[src/rtl/dfii_init_sequencer_if.sv]
// Wishbone classic write-only bus between the DDR3 init sequencer and the
// DFII CSR bank.
interface dfii_init_sequencer_if;
  logic        wb_cyc;
  logic        wb_stb;
  logic        wb_we;
  logic [29:0] wb_adr;
  logic [31:0] wb_dat_w;
  logic [3:0]  wb_sel;
  logic        wb_ack;
  logic        wb_err;

  modport master (
    output wb_cyc, wb_stb, wb_we, wb_adr, wb_dat_w, wb_sel,
    input  wb_ack, wb_err
  );

  modport slave (
    input  wb_cyc, wb_stb, wb_we, wb_adr, wb_dat_w, wb_sel,
    output wb_ack, wb_err
  );
endinterface

[src/rtl/dfii_init_sequencer.sv]
// DDR3 bring-up sequencer: walks a fixed 31-step table of DFII CSR writes and
// delays as a Wishbone classic master, then hands the PHY to the controller.
module dfii_init_sequencer #(
  parameter logic [31:0] CSR_BASE       = 32'h0000_9000,
  parameter logic [13:0] MR0_DLLRST     = 14'h320,
  parameter logic [13:0] MR0_VAL        = 14'h220,
  parameter logic [13:0] MR1_VAL        = 14'h006,
  parameter logic [13:0] MR2_VAL        = 14'h200,
  parameter logic [13:0] MR3_VAL        = 14'h000,
  parameter int          TDLLK_CYCLES   = 600,
  parameter int          TZQINIT_CYCLES = 600,
  parameter int          CMD_GAP        = 4,
  parameter int          ACK_TIMEOUT    = 255
) (
  input  logic                  clk,
  input  logic                  rst_n,
  input  logic                  start,
  output logic                  busy,
  output logic                  done,
  output logic                  error,
  output logic [4:0]            step,
  dfii_init_sequencer_if.master wb
);

  localparam int MAX_AB = (TDLLK_CYCLES > TZQINIT_CYCLES) ? TDLLK_CYCLES : TZQINIT_CYCLES;
  localparam int MAX_CD = (CMD_GAP > ACK_TIMEOUT) ? CMD_GAP : ACK_TIMEOUT;
  localparam int MAXC   = (MAX_AB > MAX_CD) ? MAX_AB : MAX_CD;
  localparam int CW     = $clog2(MAXC) + 1;

  localparam logic [4:0] OFF_CONTROL  = 5'h00;
  localparam logic [4:0] OFF_COMMAND  = 5'h04;
  localparam logic [4:0] OFF_STROBE   = 5'h08;
  localparam logic [4:0] OFF_ADDRESS  = 5'h0C;
  localparam logic [4:0] OFF_BADDRESS = 5'h10;
  localparam logic [4:0] LAST_STEP    = 5'd30;

  localparam logic [CW-1:0] GAP_M1 = CW'(CMD_GAP - 1);
  localparam logic [CW-1:0] TO_M1  = CW'(ACK_TIMEOUT - 1);

  typedef enum logic [2:0] {
    S_IDLE, S_ISSUE, S_WAIT_ACK, S_GAP, S_DELAY, S_DONE, S_ERROR
  } state_t;

  typedef struct packed {
    logic          is_dly;
    logic [4:0]    off;
    logic [31:0]   data;
    logic [CW-1:0] dly;
  } entry_t;

  // Steps 4..23 are five identical MRS groups: ADDRESS, BADDRESS, COMMAND, STROBE.
  function automatic entry_t step_entry(input logic [4:0] s);
    entry_t     e;
    logic [4:0] rel;
    logic [13:0] mr;
    logic [2:0] ba;
    e   = '0;
    rel = s - 5'd4;
    case (rel[4:2])
      3'd0:    begin mr = MR2_VAL;    ba = 3'd2; end
      3'd1:    begin mr = MR3_VAL;    ba = 3'd3; end
      3'd2:    begin mr = MR1_VAL;    ba = 3'd1; end
      3'd3:    begin mr = MR0_DLLRST; ba = 3'd0; end
      default: begin mr = MR0_VAL;    ba = 3'd0; end
    endcase
    if (s >= 5'd4 && s <= 5'd23) begin
      case (rel[1:0])
        2'd0:    begin e.off = OFF_ADDRESS;  e.data = {18'd0, mr}; end
        2'd1:    begin e.off = OFF_BADDRESS; e.data = {29'd0, ba}; end
        2'd2:    begin e.off = OFF_COMMAND;  e.data = 32'h0F;      end
        default: begin e.off = OFF_STROBE;   e.data = 32'h01;      end
      endcase
    end else begin
      case (s)
        5'd0:    begin e.off = OFF_ADDRESS;  e.data = 32'h000; end
        5'd1:    begin e.off = OFF_BADDRESS; e.data = 32'h000; end
        5'd2:    begin e.off = OFF_CONTROL;  e.data = 32'h00C; end
        5'd3:    begin e.off = OFF_CONTROL;  e.data = 32'h00E; end
        5'd24:   begin e.is_dly = 1'b1; e.dly = CW'(TDLLK_CYCLES); end
        5'd25:   begin e.off = OFF_ADDRESS;  e.data = 32'h400; end
        5'd26:   begin e.off = OFF_BADDRESS; e.data = 32'h000; end
        5'd27:   begin e.off = OFF_COMMAND;  e.data = 32'h003; end
        5'd28:   begin e.off = OFF_STROBE;   e.data = 32'h001; end
        5'd29:   begin e.is_dly = 1'b1; e.dly = CW'(TZQINIT_CYCLES); end
        default: begin e.off = OFF_CONTROL;  e.data = 32'h001; end
      endcase
    end
    return e;
  endfunction

  function automatic logic [29:0] word_adr(input logic [4:0] off);
    return 30'((CSR_BASE + 32'(off)) >> 2);
  endfunction

  state_t        state_q, state_d;
  logic [4:0]    step_q, step_d;
  logic [CW-1:0] cnt_q, cnt_d;
  logic          cyc_q, cyc_d;
  logic [29:0]   adr_q, adr_d;
  logic [31:0]   dat_q, dat_d;
  logic          busy_q, busy_d;
  logic          done_q, done_d;
  logic          err_q, err_d;
  logic          adv;
  entry_t        ent;

  // State and datapath registers; reset drops the bus at once.
  always_ff @(posedge clk or negedge rst_n) begin
    if (!rst_n) begin
      state_q <= S_IDLE;
      step_q  <= '0;
      cnt_q   <= '0;
      cyc_q   <= 1'b0;
      adr_q   <= '0;
      dat_q   <= '0;
      busy_q  <= 1'b0;
      done_q  <= 1'b0;
      err_q   <= 1'b0;
    end else begin
      state_q <= state_d;
      step_q  <= step_d;
      cnt_q   <= cnt_d;
      cyc_q   <= cyc_d;
      adr_q   <= adr_d;
      dat_q   <= dat_d;
      busy_q  <= busy_d;
      done_q  <= done_d;
      err_q   <= err_d;
    end
  end

  // Next-state: table walk, ack/timeout handling, gap and delay counting.
  always_comb begin
    state_d = state_q;
    step_d  = step_q;
    cnt_d   = cnt_q;
    cyc_d   = cyc_q;
    adr_d   = adr_q;
    dat_d   = dat_q;
    busy_d  = busy_q;
    done_d  = done_q;
    err_d   = err_q;
    adv     = 1'b0;
    ent     = step_entry(step_q);
    unique case (state_q)
      S_IDLE, S_DONE, S_ERROR: begin
        if (start) begin
          step_d  = '0;
          done_d  = 1'b0;
          err_d   = 1'b0;
          busy_d  = 1'b1;
          state_d = S_ISSUE;
        end
      end
      S_ISSUE: begin
        cnt_d = '0;
        if (ent.is_dly) begin
          if (ent.dly == '0) adv = 1'b1;
          else               state_d = S_DELAY;
        end else begin
          cyc_d   = 1'b1;
          adr_d   = word_adr(ent.off);
          dat_d   = ent.data;
          state_d = S_WAIT_ACK;
        end
      end
      S_WAIT_ACK: begin
        // err wins over a simultaneous ack
        if (wb.wb_err || (!wb.wb_ack && cnt_q == TO_M1)) begin
          cyc_d   = 1'b0;
          err_d   = 1'b1;
          busy_d  = 1'b0;
          state_d = S_ERROR;
        end else if (wb.wb_ack) begin
          cyc_d = 1'b0;
          if (ent.off == OFF_STROBE && CMD_GAP != 0) begin
            cnt_d   = '0;
            state_d = S_GAP;
          end else begin
            adv = 1'b1;
          end
        end else begin
          cnt_d = cnt_q + 1'b1;
        end
      end
      S_GAP: begin
        if (cnt_q == GAP_M1) adv = 1'b1;
        else                 cnt_d = cnt_q + 1'b1;
      end
      S_DELAY: begin
        if (cnt_q == ent.dly - 1'b1) adv = 1'b1;
        else                         cnt_d = cnt_q + 1'b1;
      end
      default: state_d = S_IDLE;
    endcase
    if (adv) begin
      if (step_q == LAST_STEP) begin
        busy_d  = 1'b0;
        done_d  = 1'b1;
        state_d = S_DONE;
      end else begin
        step_d  = step_q + 5'd1;
        state_d = S_ISSUE;
      end
    end
  end

  assign wb.wb_cyc   = cyc_q;
  assign wb.wb_stb   = cyc_q;
  assign wb.wb_we    = cyc_q;
  assign wb.wb_sel   = 4'hF;
  assign wb.wb_adr   = adr_q;
  assign wb.wb_dat_w = dat_q;
  assign busy        = busy_q;
  assign done        = done_q;
  assign error       = err_q;
  assign step        = step_q;

endmodule

[src/flat_wrapper.sv]
// flat-port wrapper written by rule: the top's interface ports become plain ports
module dfii_init_sequencer_flat 
#(
  parameter logic [31:0] CSR_BASE       = 32'h0000_9000,
  parameter logic [13:0] MR0_DLLRST     = 14'h320,
  parameter logic [13:0] MR0_VAL        = 14'h220,
  parameter logic [13:0] MR1_VAL        = 14'h006,
  parameter logic [13:0] MR2_VAL        = 14'h200,
  parameter logic [13:0] MR3_VAL        = 14'h000,
  parameter int          TDLLK_CYCLES   = 600,
  parameter int          TZQINIT_CYCLES = 600,
  parameter int          CMD_GAP        = 4,
  parameter int          ACK_TIMEOUT    = 255
)
  (clk, rst_n, start, busy, done, error, step, wb_wb_cyc, wb_wb_stb, wb_wb_we, wb_wb_adr, wb_wb_dat_w, wb_wb_sel, wb_wb_ack, wb_wb_err);
  dfii_init_sequencer_if wb_i ();
  input  logic clk;
  input  logic rst_n;
  input  logic start;
  output logic busy;
  output logic done;
  output logic error;
  output logic [4:0] step;
  output wire logic [$bits(wb_i.wb_cyc)-1:0] wb_wb_cyc;
  output wire logic [$bits(wb_i.wb_stb)-1:0] wb_wb_stb;
  output wire logic [$bits(wb_i.wb_we)-1:0] wb_wb_we;
  output wire logic [$bits(wb_i.wb_adr)-1:0] wb_wb_adr;
  output wire logic [$bits(wb_i.wb_dat_w)-1:0] wb_wb_dat_w;
  output wire logic [$bits(wb_i.wb_sel)-1:0] wb_wb_sel;
  input wire logic [$bits(wb_i.wb_ack)-1:0] wb_wb_ack;
  input wire logic [$bits(wb_i.wb_err)-1:0] wb_wb_err;
  assign wb_wb_cyc = wb_i.wb_cyc;
  assign wb_wb_stb = wb_i.wb_stb;
  assign wb_wb_we = wb_i.wb_we;
  assign wb_wb_adr = wb_i.wb_adr;
  assign wb_wb_dat_w = wb_i.wb_dat_w;
  assign wb_wb_sel = wb_i.wb_sel;
  assign wb_i.wb_ack = wb_wb_ack;
  assign wb_i.wb_err = wb_wb_err;
  dfii_init_sequencer #(.CSR_BASE(CSR_BASE), .MR0_DLLRST(MR0_DLLRST), .MR0_VAL(MR0_VAL), .MR1_VAL(MR1_VAL), .MR2_VAL(MR2_VAL), .MR3_VAL(MR3_VAL), .TDLLK_CYCLES(TDLLK_CYCLES), .TZQINIT_CYCLES(TZQINIT_CYCLES), .CMD_GAP(CMD_GAP), .ACK_TIMEOUT(ACK_TIMEOUT)) u_core (.clk(clk), .rst_n(rst_n), .start(start), .busy(busy), .done(done), .error(error), .step(step), .wb(wb_i));
endmodule
[config.mk]
export PLATFORM = sky130hd
export DESIGN_NAME = dfii_init_sequencer_flat
export DESIGN_NICKNAME = d
export VERILOG_FILES = /design/src/rtl/dfii_init_sequencer_if.sv /design/src/rtl/dfii_init_sequencer.sv /design/src/flat_wrapper.sv
export SDC_FILE = /design/constraint.sdc
export NUM_CORES = 1
export LEC_CHECK = 0
export BUFFER_PORTS_ARGS = -buffer_cell sky130_fd_sc_hd__buf_2
export CAP_MARGIN = 10
export CORE_MARGIN = 4
export CORE_UTILIZATION = 55
export DETAILED_ROUTE_END_ITERATION = 16
export GPL_TIMING_DRIVEN = 0
export PLACE_DENSITY = 0.9
export SETUP_SLACK_MARGIN = 0.2
export SLEW_MARGIN = 10
export SYNTH_ARGS = -nofsm -noshare
export SYNTH_HDL_FRONTEND = slang
export SYNTH_SLANG_ARGS = --single-unit
[constraint.sdc]
create_clock -name clk -period 4.8 [get_ports clk]
set_input_delay 0 -clock clk [delete_from_list [all_inputs] [get_ports clk]]
set_output_delay 0 -clock clk [all_outputs]
set_load 0.005 [all_outputs]
==> metrics.md, run 1 <==
| Metric | Value |
|---|---|
| Result of the run | `finished, final reports clean` |
| Vias in the first global route | `roughly 2300` |
| Final worst clock skew | `11.0 ps` |
| Fill cell count | `a little under 400` |
| Detailed-router iteration count before antenna repair | `4` |
| RSZ-0062 raised after global routing | `no` |
| Max IR drop VDD | `approximately 260 uV` |
| Worst-margin pin slew | `775 ps` |
| Type of the setup path with the least slack | `reg -> reg` |
| Share of cells above drive strength 1 | `0.274` |
| Predominant post-synthesis flop cell | `dfrtp_1` |
| CTS Root Cell | `clkbuf_8` |
| Net count of the finished layout | `approximately 420` |
| Resized Gates After CTS | `0` |
| Number of cell rows | `25` |
| Setup crit end kind | `flop` |
| Detailed-route DRC error count | `0` |
| Sequential cell area fraction in the yosys report | `0.319` |
| Part of the cycle the worst path needs | `0.606` |
| Post-synthesis instance total | `approximately 320` |
| Number of storage elements in the synthesis netlist | `35` |
| Wire length of the first global-routing pass | `between 10 and 15 mm` |
| Critical-path cell list | `ha_1 -> nand4b_2 -> a31oi_2 -> o32a_2 -> a31oi_1 -> clkbuf_1 -> o21ai_0 -> o31ai_1` |
| Routed vias | `approximately 2400` |
| Input/output buffers | `28` |
| Largest buffer count on any clock path | `2` |
| Total length of routed wires | `6.09 mm` |
| Layout Area Growth over Synthesis | `19.6%` |
| Ports placed on the boundary | `between 80 and 90` |
| LEAKAGE | `around 0.0017 uW` |
| Areal power density over the cells | `between 400 and 500 mW/mm^2` |
| Data required time of the critical path | `5000 ps` |
| Effective utilization at floorplan | `0.573` |
| Highest Clock Rate | `between 300 and 400 MHz` |
| Chip Width | `approximately 79 um` |
| DIE HEIGHT | `about 80 um` |
| Final critical-path required period | `2910 ps` |
| Final Wtd Congestion | `between 0.9 and 1` |
| Critical Path Start Type | `flop` |
| Unique cell type count in the Yosys netlist | `55` |
| Endpoints failing hold | `0` |
| Clk_lat worst skew | `300 ps` |
| Largest stage delay, worst path | `between 500 and 600 ps` |
| Critical path buffer and inverter count | `1` |
| Number of flops mapped to enable cells by yosys | `0` |
| DR iter-0 viols | `159` |
| Share of synthesized flip-flops with an asynchronous set or reset | `1.00` |
| CTS Buf Count | `5` |
| Reg2reg setup slack | `about 1900 ps` |
| Post-synthesis instance area | `approximately 0.0027 sq mm` |
| Yosys warnings | `0` |
| Initial antenna violation count | `0` |
| Data arrival time at the worst-slack endpoint | `3110 ps` |
| Ratio of routed vias to standard cells | `around 5.1` |
| Clock tree from TritonCTS | `built` |
| HPWL after DPL | `about 4.6 mm` |
| Worst rel slew slack | `0.483` |
| Diodes inserted | `0` |
| Post-route antenna net violation count | `0` |
| Pre-CTS WS | `1960 ps` |
| CTS sink cnt | `35` |
| Residual overflow from global routing | `0` |
| Die Area | `between 0.006 and 0.007 sq mm` |
| Number of max-cap violations | `0` |
| Maximum level of the CTS H-tree | `2` |
| Crit path max-delay cell type | `dfrtp_1` |
| Maximum number of pins on one net before global-route repair | `36` |
| Detailed-route wire length per cell | `roughly 13 um` |
| Total GRT Usage | `0.207` |
| Floorplan core area | `roughly 0.0048 sq mm` |
| Synth Area per Inst | `around 8.5 sq um` |
| Final setup fails | `0` |
| Setup TNS after final layout | `0 ps` |
| Maximum fanout along the worst path | `10` |
| Number of slew-limit violations in the final report | `0` |
| Setup slack of the critical path after layout | `about 1900 ps` |
| Clock transition at the registers of the reported paths | `~80 ps` |
| Hold crit path type | `in -> reg` |
| Crit-path leading delay family | `compound AO/OA/AOI/OAI gates` |
==> kinds of logic after synthesis <==
family	after synthesis	synth area share
and+or+nand+nor	100	0.190
buffers and inverters	85	0.201
AOI/OAI and AO/OA	84	0.224
DFF	35	0.319
adders and majority gates	10	0.0447
muxes	4	0.0155
other	2	0.00274
xor gates and xnor gates	1	0.00319
==> registers in the layout, indices dropped and copies added (netlist names) <==
signal	count
u_core.done	1
u_core.cnt_q	11
u_core.error	1
u_core.wb.wb_adr	4
u_core.wb.wb_dat_w	8
u_core.busy	1
u_core.wb.wb_cyc	1
u_core.step	5
u_core.state_q	3
==> layer usage <==
metal  share of wire  up-vias  global-route usage  wire length (um)
met3           0.076       11              0.0356               464
met2            0.46       96               0.336              2810
met1            0.44     1101               0.268              2710
met5               0        -                   0                 0
met4           0.018        0              0.0927               107
li1                -     1207                   -                 -
==> synth_stat cells (3+ instances only) <==
master	instances	area [sq um]
or2_2	3	18.8
nand3_1	5	25.0
dfrtp_1	35	876
and2_1	3	18.8
nand2_1	27	101
o31ai_1	22	165
o21a_1	3	22.5
ha_1	9	113
and3_1	4	25.0
clkbuf_1	10	37.5
nand2b_1	8	50.1
nor3_1	5	25.0
inv_1	11	41.3
nor2_1	20	75.1
nand4_1	7	43.8
a21oi_1	7	35.0
buf_2	3	15.0
a211oi_1	4	30.0
nor2b_1	8	50.1
or3_1	3	18.8
o21ai_0	20	100
buf_4	57	428
==> path summary, 6_finish.rpt <==
kind	from	endpoint	cells after the start
max	u_core.step[1]$_DFF_PN0_	u_core.cnt_q[1]$_DFFE_PN0P_	8
min	wb_wb_err	u_core.wb.wb_cyc$_DFFE_PN0P_	4
max reg2reg	u_core.step[1]$_DFF_PN0_	u_core.cnt_q[1]$_DFFE_PN0P_	8
min reg2reg	u_core.wb.wb_dat_w[8]$_DFFE_PN0P_	u_core.wb.wb_dat_w[8]$_DFFE_PN0P_	2
max in group asynchronous	rst_n	u_core.wb.wb_adr[1]$_DFFE_PN0P_	2
min in group asynchronous	rst_n	u_core.state_q[1]$_DFFE_PN0P_	2
==> repair_timing <==
| item | 4_1_cts | 5_1_grt |
|---|---|---|
| hold buffers | 1 | 0 |
| buffers inserted | 0 | 0 |
| setup endpoints to repair | 0 | 0 |
| endpoints found under the hold margin | 35 | 0 |
==> power by group <==
group	leakage, uW	internal, uW	switching [uW]
registers	0.000458	360	57.1
logic	0.00116	305	425
clock network	0.0000581	155	115
total	0.00167	820	598
==> worst reg2reg max path: stages (launching register included) <==
cell and delay (ps):
dfrtp_1 550, ha_1 400, nand4b_2 220, a31oi_2 170, o32a_2 460, a31oi_1 360, clkbuf_1 410, o21ai_0 170
o31ai_1 90
==> placed cells by master (no fill, tap or decap), types with 7 or more instances in the layout <==
master	count
inv_1	11
a21oi_1	7
o21ai_0	20
dfrtp_1	35
nand2_1	27
conb_1	53
clkbuf_1	10
buf_2	31
nor2b_1	8
ha_1	9
nand4_1	7
o31ai_1	22
nand2b_1	8
buf_4	57
nor2_1	20
==> final cells by class <==
type | count | area [sq um] | area share
plain buffers | 73 | 507 | 0.154
clock buffers | 5 | 68.8 | 0.0210
clock inverters | 3 | 43.8 | 0.0133
inverters | 12 | 45.0 | 0.0137
multi-input cells | 252 | 1510 | 0.459
flip-flops and latches | 35 | 876 | 0.267
well taps | 67 | 83.8 | 0.0255
repair buffers | 29 | 150 | 0.0457
==> through the flow <==
stage	cells	area (sq um)	hold slack (ps)	power, uW	util
after floorplan	372	2940	-296	951	-
after global placement	467	3160	118	1110	0.660
after detailed placement	467	3160	133	1140	0.660
after CTS	476	3280	7.53	1410	0.686
after global routing	476	3280	17.1	1530	0.686
final	476	3280	10.3	1420	0.686
Note: power is estimated with default switching activity, not from simulation.
==> inputs of run 2 (changes only) <==
--- a/config.mk
+++ b/config.mk
@@ -8,10 +8,10 @@
 export BUFFER_PORTS_ARGS = -buffer_cell sky130_fd_sc_hd__buf_2
 export CAP_MARGIN = 10
 export CORE_MARGIN = 4
-export CORE_UTILIZATION = 55
+export CORE_UTILIZATION = 47
 export DETAILED_ROUTE_END_ITERATION = 16
 export GPL_TIMING_DRIVEN = 0
-export PLACE_DENSITY = 0.9
+export PLACE_DENSITY = 0.83
 export SETUP_SLACK_MARGIN = 0.2
 export SLEW_MARGIN = 10
 export SYNTH_ARGS = -nofsm -noshare
==> constraint.sdc (replaced) <==
create_clock -name clk -period 2.5 [get_ports clk]
set_input_delay 0 -clock clk [delete_from_list [all_inputs] [get_ports clk]]
set_output_delay 0 -clock clk [all_outputs]
set_load 0.005 [all_outputs]
==> run 2 against run 1 <==
Net effect: cell count is 5.5% higher; hold slack better by 120 ps; critical path depth increased by 2; final area is 17% higher; sequential power is 92% higher; worst setup slack got worse by 1800 ps; sequential cell count did not move; clock skew is 3.5 ps higher; first-iteration DRC count increased to 2.5 times the previous value; fmax increased by 21%; die area rose by 15%; sequential share of layout area decreased by 3.7 points; critical path type unchanged; highest routed layer unchanged.
==> metrics.md, run 2 (synthesized netlist as in run 1, its figures left out) <==
| Metric | Value |
|---|---|
| Final worst clock skew | `14.5 ps (was 11.0 ps)` |
| Metal3 WL | `827 um (was 464 um)` |
| Net count of the finished layout | `444 (was 422)` |
| HPWL after DPL | `4.67 mm (was 4.63 mm)` |
| CTS Buf Count | `5 (unchanged)` |
| Fill cell count | `398 (unchanged)` |
| Sum of met2 wire segment lengths after detailed routing | `3.86 mm (was 2.81 mm)` |
| Setup slack of the critical path after layout | `90.7 ps (was 1890 ps)` |
| DR iter-0 viols | `404 (was 159)` |
| RSZ-0062 raised after global routing | `yes (was no)` |
| Areal power density over the cells | `891 mW/mm^2 (was 432 mW/mm^2)` |
| Detailed-router iteration count before antenna repair | `5 (was 4)` |
| Gate power share | `0.649 (was 0.515)` |
| Post-layout instance count excluding filler cells | `502 (was 476)` |
| Number of max-cap violations | `0 (unchanged)` |
| Max Used Layer | `met4 (unchanged)` |
| Pint | `1880 uW (was 820 uW)` |
| Ratio of routed vias to standard cells | `5.41 (was 5.07)` |
| Maximum fanout along the worst path | `5 (was 10)` |
| Detailed-route wire length on metal 1 | `3.03 mm (was 2.71 mm)` |
| Proportion of total power due to net switching | `0.448 (was 0.422)` |
| Register bank with the most flops | `u_core.cnt_q (unchanged)` |
| Clk_lat worst skew | `300 ps (about the same)` |
| Cell count after placement | `472 (was 467)` |
| Input/output buffers | `28 (unchanged)` |
| DIE HEIGHT | `84.4 um (was 78.6 um)` |
| Number of cell rows | `27 (was 25)` |
| CTS Root Cell | `clkbuf_8 (unchanged)` |
| Setup TNS after final layout | `0 ps (unchanged)` |
| Layout Area Growth over Synthesis | `39.4% (was 19.6%)` |
| Share of cells above drive strength 1 | `0.395 (was 0.274)` |
| Final Wtd Congestion | `0.941 (was 0.930)` |
| Detailed-route DRC error count | `0 (unchanged)` |
| Commonest cells after routing, fill and taps aside | `76 x buf_4, 53 x conb_1, 33 x dfrtp_1, 31 x buf_2, 27 x nand2_1 (was 57 x buf_4, 53 x conb_1, 35 x dfrtp_1, 31 x buf_2, 27 x nand2_1)` |
| Initial antenna violation count | `0 (unchanged)` |
| Final setup fails | `0 (unchanged)` |
| Diodes inserted | `0 (unchanged)` |
| Total GRT Usage | `0.205 (was 0.207)` |
| Wire length of the first global-routing pass | `12.0 mm (was 10.4 mm)` |
| Maximum number of pins on one net before global-route repair | `36 (unchanged)` |
| Ports placed on the boundary | `82 (unchanged)` |
| Result of the run | `finished, final reports clean (unchanged)` |
| Clk network pwr share | `0.116 (was 0.190)` |
| Routed vias | `2717 (was 2415)` |
| Post-route antenna net violation count | `0 (unchanged)` |
| Data required time of the critical path | `2700 ps (was 5000 ps)` |
| Pre-CTS WS | `-51.4 ps (was 1960 ps)` |
| Vias in the first global route | `2522 (was 2264)` |
| Total length of routed wires | `8.05 mm (was 6.09 mm)` |
| Maximum level of the CTS H-tree | `2 (unchanged)` |
| Floorplan core area | `0.00557 sq mm (was 0.00479 sq mm)` |
| Critical Path Start Type | `flop (unchanged)` |
| Effective utilization at floorplan | `0.492 (was 0.573)` |
| Hold crit path type | `in -> reg (unchanged)` |
| Highest Clock Rate | `415 MHz (was 344 MHz)` |
| Max FFs per register | `11 (unchanged)` |
| Clock tree from TritonCTS | `built (unchanged)` |
| Largest buffer count on any clock path | `2 (unchanged)` |
| Flop pwr share | `0.235 (was 0.294)` |
| Detailed-route wire length per cell | `16.0 um (was 12.8 um)` |
| Switch Pwr | `1520 uW (was 598 uW)` |
| LEAKAGE | `0.00184 uW (was 0.00167 uW)` |
| Setup crit end kind | `flop (unchanged)` |
| Type of the setup path with the least slack | `reg -> reg (unchanged)` |
| Worst rel slew slack | `0.482 (was 0.483)` |
| Final critical-path required period | `2410 ps (was 2910 ps)` |
| Chip Width | `84.4 um (was 78.6 um)` |
| Clock transition at the registers of the reported paths | `80 ps (about the same)` |
| Residual overflow from global routing | `0 (unchanged)` |
| Worst-margin pin slew | `777 ps (was 775 ps)` |
| Total design power | `3410 uW (was 1420 uW)` |
| Most common cell after layout, fill and taps aside | `buf_4 (unchanged)` |
| Number of slew-limit violations in the final report | `0 (unchanged)` |
| Data arrival time at the worst-slack endpoint | `2610 ps (was 3110 ps)` |
| Endpoints failing hold | `0 (unchanged)` |
| Die Area | `0.00712 sq mm (was 0.00618 sq mm)` |
| Max IR drop VDD | `495 uV (was 263 uV)` |
| CTS sink cnt | `35 (unchanged)` |
| Part of the cycle the worst path needs | `0.964 (was 0.606)` |
==> run 2: final cells by class <==
class / count / area, sq um / share of cell area
multi-input cells: 252 / 1850 / 0.485
flip-flops and latches: 35 / 878 / 0.230
plain buffers: 73 / 532 / 0.139
repair buffers: 51 / 344 / 0.0900
well taps: 72 / 90.1 / 0.0236
clock buffers: 7 / 76.3 / 0.0200
inverters: 12 / 50.0 / 0.0131
==> run 2: worst max-delay path, stage by stage, from the launching register on <==
cell	delay, ps
dfrtp_2	470
buf_6	160
buf_6	120
nand4b_4	100
a31oi_4	130
buf_6	160
o221ai_4	230
a31oi_4	150
or3_4	450
clkbuf_16	180
o31ai_2	160
==> run 2: per-layer routing <==
| metal | vias to the layer above | track usage |
|---|---|---|
| met4 | 0 | 0.111 |
| met5 | - | 0 |
| li1 | 1240 | - |
| met2 | 201 | 0.342 |
| met1 | 1237 | 0.243 |
| met3 | 39 | 0.0510 |
==> run 2: what timing repair did <==
action                                  CTS  global route
pin swaps                                 9             7
gates cloned                              0             1
endpoints found under the setup margin   29            26
resized for setup                        33            39
setup buffers                            16             5
endpoints found under the hold margin    35             0
hold buffers                              1             0
==> run 2: worst paths after layout <==
| path | start | end | slack, ps | cells after the start |
|---|---|---|---|---|
| hold reg to reg | u_core.wb.wb_adr[2]$_DFFE_PN0P_ | u_core.wb.wb_adr[2]$_DFFE_PN0P_ | 480 | 2 |
| min in group asynchronous | rst_n | u_core.state_q[2]$_DFFE_PN0P_ | 330 | 2 |
| max in group asynchronous | rst_n | u_core.step[0]$_DFF_PN0_ | 1640 | 2 |
| setup reg to reg | u_core.step[0]$_DFF_PN0_ | u_core.cnt_q[10]$_DFFE_PN0P_ | 90 | 10 |
| setup / recovery | u_core.step[0]$_DFF_PN0_ | u_core.cnt_q[10]$_DFFE_PN0P_ | 90 | 10 |
| hold / removal | wb_wb_ack | u_core.wb.wb_cyc$_DFFE_PN0P_ | 130 | 4 |
==> run 2: metrics by stage <==
stage	util	hold slack (ps)	instance area [sq um]
detailed placement	0.573	136	3200
CTS	0.643	46.8	3580
finish	0.686	126	3820
global route	0.686	117	3820
global placement	0.573	123	3200
floorplan	-	-296	2970
==> run 2: power by group through the flow <==
stage | combinational [uW] | sequential (uW) | clock, uW
floorplan | 1060 | 806 | 0
global placement | 1360 | 812 | 0
detailed placement | 1420 | 823 | 0
CTS | 1820 | 800 | 397
global route | 2380 | 822 | 422
finish | 2210 | 801 | 394
